<file path="config.mk">
export PLATFORM = sky130hd
export DESIGN_NAME = shift_issue_stage
export DESIGN_NICKNAME = d
export VERILOG_FILES = /design/src/rtl/shift_issue_stage.sv
export SDC_FILE = /design/constraint.sdc
export NUM_CORES = 1
export LEC_CHECK = 0
export CORE_AREA = 2 2 133 135
export DETAILED_ROUTE_END_ITERATION = 7
export DIE_AREA = 0 0 135 137
export PLACE_DENSITY = 0.67
export SLEW_MARGIN = 20
export SYNTH_ARGS = -nofsm -noshare
export SYNTH_HDL_FRONTEND = slang
export SYNTH_SLANG_ARGS = --single-unit
</file>
<file path="constraint.sdc">
create_clock -name clock -period 6.6 [get_ports clock]
set_input_delay 0.99 -clock clock [delete_from_list [all_inputs] [get_ports clock]]
set_output_delay 0.99 -clock clock [all_outputs]
set_load 0.01 [all_outputs]
</file>
<file path="src/rtl/shift_issue_stage.sv">
// Issue/capture stage around the external 32-bit barrel left shifter: request FIFO -> shifter -> result slot.
// Optional macro SHIFT_OVERFLOW_FLAG_EN adds out_ovf, set when a non-zero bit is shifted out.
module shift_issue_stage #(
    parameter int DEPTH = 2,
    parameter int TAG_W = 4
) (
    input  logic             clock,
    input  logic             reset,
    input  logic             in_valid,
    output logic             in_ready,
    input  logic [31:0]      in_data,
    input  logic [4:0]       in_shamt,
    input  logic [TAG_W-1:0] in_tag,
    output logic [31:0]      sh_data,
    output logic [4:0]       sh_shamt,
    input  logic [31:0]      sh_result,
    output logic             out_valid,
    input  logic             out_ready,
    output logic [31:0]      out_result,
    output logic [TAG_W-1:0] out_tag,
    output logic             busy
`ifdef SHIFT_OVERFLOW_FLAG_EN
    ,
    output logic             out_ovf
`endif
);

    localparam int PTR_W = $clog2(DEPTH);
    localparam int CNT_W = $clog2(DEPTH + 1);

    typedef enum logic {
        SLOT_EMPTY,
        SLOT_FULL
    } slot_state_t;

    logic [31:0]      r_data  [DEPTH];
    logic [4:0]       r_shamt [DEPTH];
    logic [TAG_W-1:0] r_tag   [DEPTH];

    logic [PTR_W-1:0] r_rd_ptr;
    logic [PTR_W-1:0] r_wr_ptr;
    logic [CNT_W-1:0] r_count;
    slot_state_t      r_state;
    logic [31:0]      r_out_result;
    logic [TAG_W-1:0] r_out_tag;

    logic             w_empty;
    logic             w_full;
    logic             w_push;
    logic             w_pop;
    logic [31:0]      w_head_data;
    logic [4:0]       w_head_shamt;
    logic [TAG_W-1:0] w_head_tag;

    // A full FIFO refuses even when a pop frees an entry in the same cycle.
    always_comb begin
        w_empty  = (r_count == '0);
        w_full   = (r_count == CNT_W'(DEPTH));
        in_ready = reset & ~w_full;
        w_push   = in_valid & in_ready;
        w_pop    = ~w_empty & ((r_state == SLOT_EMPTY) | out_ready);
    end

    always_comb begin
        w_head_data  = '0;
        w_head_shamt = '0;
        w_head_tag   = '0;
        if (!w_empty) begin
            w_head_data  = r_data[r_rd_ptr];
            w_head_shamt = r_shamt[r_rd_ptr];
            w_head_tag   = r_tag[r_rd_ptr];
        end
    end

    assign sh_data  = w_head_data;
    assign sh_shamt = w_head_shamt;

    // NOTE: the payload storage carries no reset; count and pointers decide which entries are live.
    always_ff @(posedge clock) begin
        if (w_push) begin
            r_data[r_wr_ptr]  <= in_data;
            r_shamt[r_wr_ptr] <= in_shamt;
            r_tag[r_wr_ptr]   <= in_tag;
        end
    end

    // NOTE: all state below uses non-blocking assignments so every update sees pre-edge values.
    always_ff @(posedge clock) begin
        if (!reset) begin
            r_rd_ptr <= '0;
            r_wr_ptr <= '0;
            r_count  <= '0;
        end else begin
            if (w_push) r_wr_ptr <= r_wr_ptr + 1'b1;
            if (w_pop)  r_rd_ptr <= r_rd_ptr + 1'b1;
            r_count <= r_count + CNT_W'(w_push) - CNT_W'(w_pop);
        end
    end

    always_ff @(posedge clock) begin
        if (!reset) begin
            r_state      <= SLOT_EMPTY;
            r_out_result <= '0;
            r_out_tag    <= '0;
        end else if (w_pop) begin
            r_state      <= SLOT_FULL;
            r_out_result <= sh_result;
            r_out_tag    <= w_head_tag;
        end else if (r_state == SLOT_FULL && out_ready) begin
            r_state <= SLOT_EMPTY;
        end
    end

    assign out_valid  = (r_state == SLOT_FULL);
    assign out_result = r_out_result;
    assign out_tag    = r_out_tag;
    assign busy       = ~w_empty | out_valid;

`ifdef SHIFT_OVERFLOW_FLAG_EN
    logic w_ovf;
    logic r_out_ovf;

    // Bits shifted out are the top shamt bits of the head operand.
    assign w_ovf = |(w_head_data & ~(32'hFFFF_FFFF >> w_head_shamt));

    always_ff @(posedge clock) begin
        if (!reset) begin
            r_out_ovf <= 1'b0;
        end else if (w_pop) begin
            r_out_ovf <= w_ovf;
        end
    end

    assign out_ovf = r_out_ovf;
`endif

endmodule

</file>
### Word level (Yosys, flattened, before mapping)

Memory sizes are Yosys's and may differ from the RTL's. A register that Yosys moved wholly into a read port is not among the register bits.
Cells that the tools add are included.

| cells by class | value |
|---|---|
| add/sub/neg operators | 4 |
| multiply operators | 0 |
| div/mod/pow operators | 0 |
| $lt $le $gt $ge | 0 |
| equality and inequality tests | 1 |
| shifts and indexed selects | 0 |
| muxes and demuxes | 10 |
| bitwise operators | 8 |
| reduce and logical (&&, ||, !) cells | 4 |

Operators by type and width:

| cell | count |
|---|---|
| two-way mux 32 bit | 1 |
| two-way mux 1 bit | 8 |
| two-way mux 5 bit | 1 |
| AND 1 bit | 3 |
| NOT 1 bit | 3 |
| adder 1 bit, second input constant | 2 |
| adder 2 x 1 -> 2 bit | 1 |
| equality test 2 bit, second input constant | 1 |
| logical NOT 2 bit | 1 |
| OR 1 bit | 2 |
| nonzero test 2 bit | 1 |
| subtractor 2 x 1 -> 2 bit | 1 |
| logical AND 1 bit | 1 |
| logical NOT 1 bit | 1 |

| storage, ports and cells | value |
|---|---|
| register bits after elaboration | 37 |
| bits in latches | 0 |
| RAM bits | 82 |
| memory bits (read-only) | 0 |
| input port bits | 77 |
| output and inout bits | 76 |
| word-level logic and storage cells | 35 |
| memories | 3 |

Memory list:

| memory | words | width | rd ports | clocked after Yosys merged registers in | wr ports | line | RTL |
|---|---|---|---|---|---|---|---|
| r_data | 2 | 32 | 1 | 1 | 1 | 36 | `logic [31:0] r_data [DEPTH];` |
| r_shamt | 2 | 5 | 1 | 1 | 1 | 37 | `logic [4:0] r_shamt [DEPTH];` |
| r_tag | 2 | 4 | 1 | 1 | 1 | 38 | `logic [TAG_W-1:0] r_tag [DEPTH];` |

### Logic depth before layout (Yosys ltp)

| logic depth | value |
|---|---|
| depth in word-level cells | 6 |
| depth in mapped cells | 8 |

### Worst setup path after synthesis

No wires, ideal clock.

| timing path | value |
|---|---|
| path kind | input to register |
| from | input reset |
| to | memory r_data[0][0], enable pin |
| library setup time | 0.440 ns |
| arrival time | 2.882 ns |
| path slack | 3.278 ns |
| stages on the path | 2 |
| path buffers | 0 |
| cells stage by stage | o211ai_1 nor2_1 |

| between the ends | value |
|---|---|
| longest elaborated chain between the ends | 4 |

Ends and longest elaborated chain:

| what | line | RTL |
|---|---|---|
| from (decl) | 8 | `input logic reset,` |
| AND 1 bit | 59 | `in_ready = reset & ~w_full;` |
| AND 1 bit | 60 | `w_push = in_valid & in_ready;` |
| two-way mux 1 bit | 80 | `if (w_push) begin` |
| two-way mux 1 bit (implied by the code) | 81 | `r_data[r_wr_ptr] <= in_data;` |
| to (decl) | 36 |  |

No other way between the ends.

### Worst setup path in the final report

| timing path | value |
|---|---|
| from | register r_count[0] |
| to | output sh_shamt[4] |

| between the ends | value |
|---|---|
| longest elaborated chain between the ends | 2 |

Ends and longest elaborated chain:

| what | line | RTL |
|---|---|---|
| from (decl) | 42 | `logic [CNT_W-1:0] r_count;` |
| from (signal assigned) | 96 | `r_count <= r_count + CNT_W'(w_push) - CNT_W'(w_pop);` |
| logical NOT 2 bit | 57 | `w_empty = (r_count == '0);` |
| two-way mux 5 bit | 68 | `if (!w_empty) begin` |
| to (decl) | 15 | `output logic [4:0] sh_shamt,` |

No other way between the ends.

==> run metrics <==
status completed; Setup crit start kind flop; Final Cycle Share 53.50%; crit path DAT 2540 ps; Post-synth ARST share 0%; GRT Resource Usage Total 13.26%; Routed Antenna Nets 0; routed vias 3386; type of element capturing the critical path output pin; GRT Residual Overflow 0; drt drc 0; minimum clock period 3531 ps; Synth Instances 359; clock root buffer clkbuf_16; max frequency ~0.28 GHz; largest net degree at the start of global routing 50; placed inst area 0.006683 mm²; EDFF count, synth 82; post-synthesis sequential area ratio 65.23%; measured slew at the worst slew-check pin 1054 ps; Hold Buf Count CTS 0; # clock sinks 124; Peak VDD IR 173.1 µV; share of the synthesized area in the top cell type 48.63%; Worst R2R Path Depth 9; YS warnings 0; GPL Wtd Cong 0.7153; Die W 135 µm; cell row count 48; skew final 6.736 ps; met3 Usage GRT ~5.7%; post-synthesis cell type count 34; RSZ-0062 raised after global routing no; average cell area after synthesis 14.10 µm²; Finished Cell Area 0.007288 mm²; Setup TNS 0 ps; area grow syn2layout 43.93%; non-filler cells, final 746; busiest grt layer met2; Cell Pwr Density 403.2 mW/mm²; postcts setup bufs 0; detailed-route vias per instance 4.539; TritonCTS Buffers 17; # setup viols final 0; Commonest cells post-synth edfxtp_1 (82), dfxtp_1 (42), mux2i_1 (42), nor2_1 (40); DP HPWL 7515 µm; Tot Pwr 2.939 mW; most instantiated library cell after synthesis edfxtp_1; max cap viols 0; Hold Vio Cnt, Final 0; clock-pin slew on the worst setup and hold paths around 60 ps; H-tree Lvls 4; Core ar. 0.01706 mm²; Synth Net Count 438; Initial Utilization 29.69%; CTS tree built; final WL about 12000 µm; CP Class reg2out; Post-CTS Resized 0; Die ar. 0.01850 mm²; nets between 500 and 600; vias in the first global route around 3600; DR iter-0 viols 91; Top FF cell, synth edfxtp_1; dpl cells 713; overall die height 137 µm; First-pass DRT Iterations 4; IO Pins 153; top cells by area, synth edfxtp_1 (49%), dfxtp_1 (17%), mux2i_1 (8.3%), nand3_2 (5.9%), a21oi_2 (5.2%); Max-Slew Margin vs Limit 29.70%; # port buffers 152; Slew Limit Fails 0; Synth area leader edfxtp_1; worst-skew pair later-pin latency 410 ps; Clock Tree Buf Depth 2; CP required 5610 ps; met1 Resource Use GR 15.59%; FF+latch count, synth between 100 and 150; Worst Hold Class reg2reg; met2 GRT Util 21.71%; initial antenna violation count 2; crit-path max FO 49; Syn Std Cell Area 0.005064 mm²; hold path cells 2; global-route wire length before repair between 15000 and 20000 µm; DR WL/cell approximately 16 µm; Leak 2.422 nW; fraction of layout cells with a size suffix above 1 between 10% and 20%
[cell families after synthesis]
family	after synthesis	synth area share [%]
and+or+nand+nor	81	10.30
adders and majority gates	2	0.4941
buffers and inverters	30	5.090
AOI/OAI and AO/OA	78	10.23
xor gates and xnor gates	2	0.3460
DFF	124	65.23
muxes	42	8.302
[per-layer routing]
layer	vias to the layer above	share of wire, %
li1	1616	-
met5	-	0
met4	0	1.4
met3	15	8.4
met1	1631	44
met2	124	47
[registers in the layout, summed over array words and instances, names as in the netlist, named ones only]
name,cells
out_valid,1
r_rd_ptr,1
r_shamt,10
r_wr_ptr,1
r_data,64
r_count,2
out_tag,4
out_result,32
r_tag,8
[worst max-delay path, stage by stage (launching register included)]
cell             delay [ps]
dfxtp_1                 400
nor2_4                  490
buf_4                   580
nor2_1                  140
clkdlybuf4s50_1         510
[final cells by class]
type | instances | area, µm²
timing repair buffer | 156 | 1572
tap | 225 | 281.5
inverter | 3 | 11.26
clock buffer | 18 | 429.2
sequential | 124 | 3304
antenna | 1 | 2.502
clock inverter | 14 | 168.9
fill | 1568 | 9768
multi-input combinational | 205 | 1519
[report_power, final]
part | switching, mW | internal, mW | total (mW)
registers | 0.0561 | 0.945 | 1.00
logic | 0.516 | 0.481 | 0.997
clock network | 0.346 | 0.594 | 0.940
total | 0.918 | 2.02 | 2.94
[path summary, 6_finish.rpt]
| path | start | to | slack [ps] |
|---|---|---|---|
| setup / recovery | r_count[0] | sh_shamt[4] | 3070 |
| hold / removal | out_result[0] | out_result[0] | 480 |
| setup reg to reg | r_count[0] | r_count[1] | 3860 |
| hold reg to reg | out_result[0] | out_result[0] | 480 |
[cells in the final DEF (no fill, tap or decap), drive strengths merged, types with 3 or more instances in the layout]
cell type        n
clkbuf          18
bufinv           3
clkinv           5
a21oi           39
nand3           32
mux2i           42
buf              4
o21ai           33
edfxtp          82
clkinvlp         3
dfxtp           42
nor2            41
a211oi           4
inv              6
clkdlybuf4s50  152
[stage by stage]
step	hold WS, ps	util [%]	setup WS [ps]
6_report	476.7	42.73	3069
3_5_place_dp	470.2	39.18	3383
4_1_cts	478.2	42.69	3045
2_1_floorplan	446.0	-	3278
3_3_place_gp	463.4	39.02	3389
5_1_grt	508.6	42.72	2853
No activity file was read; power rests on OpenSTA's default activity.
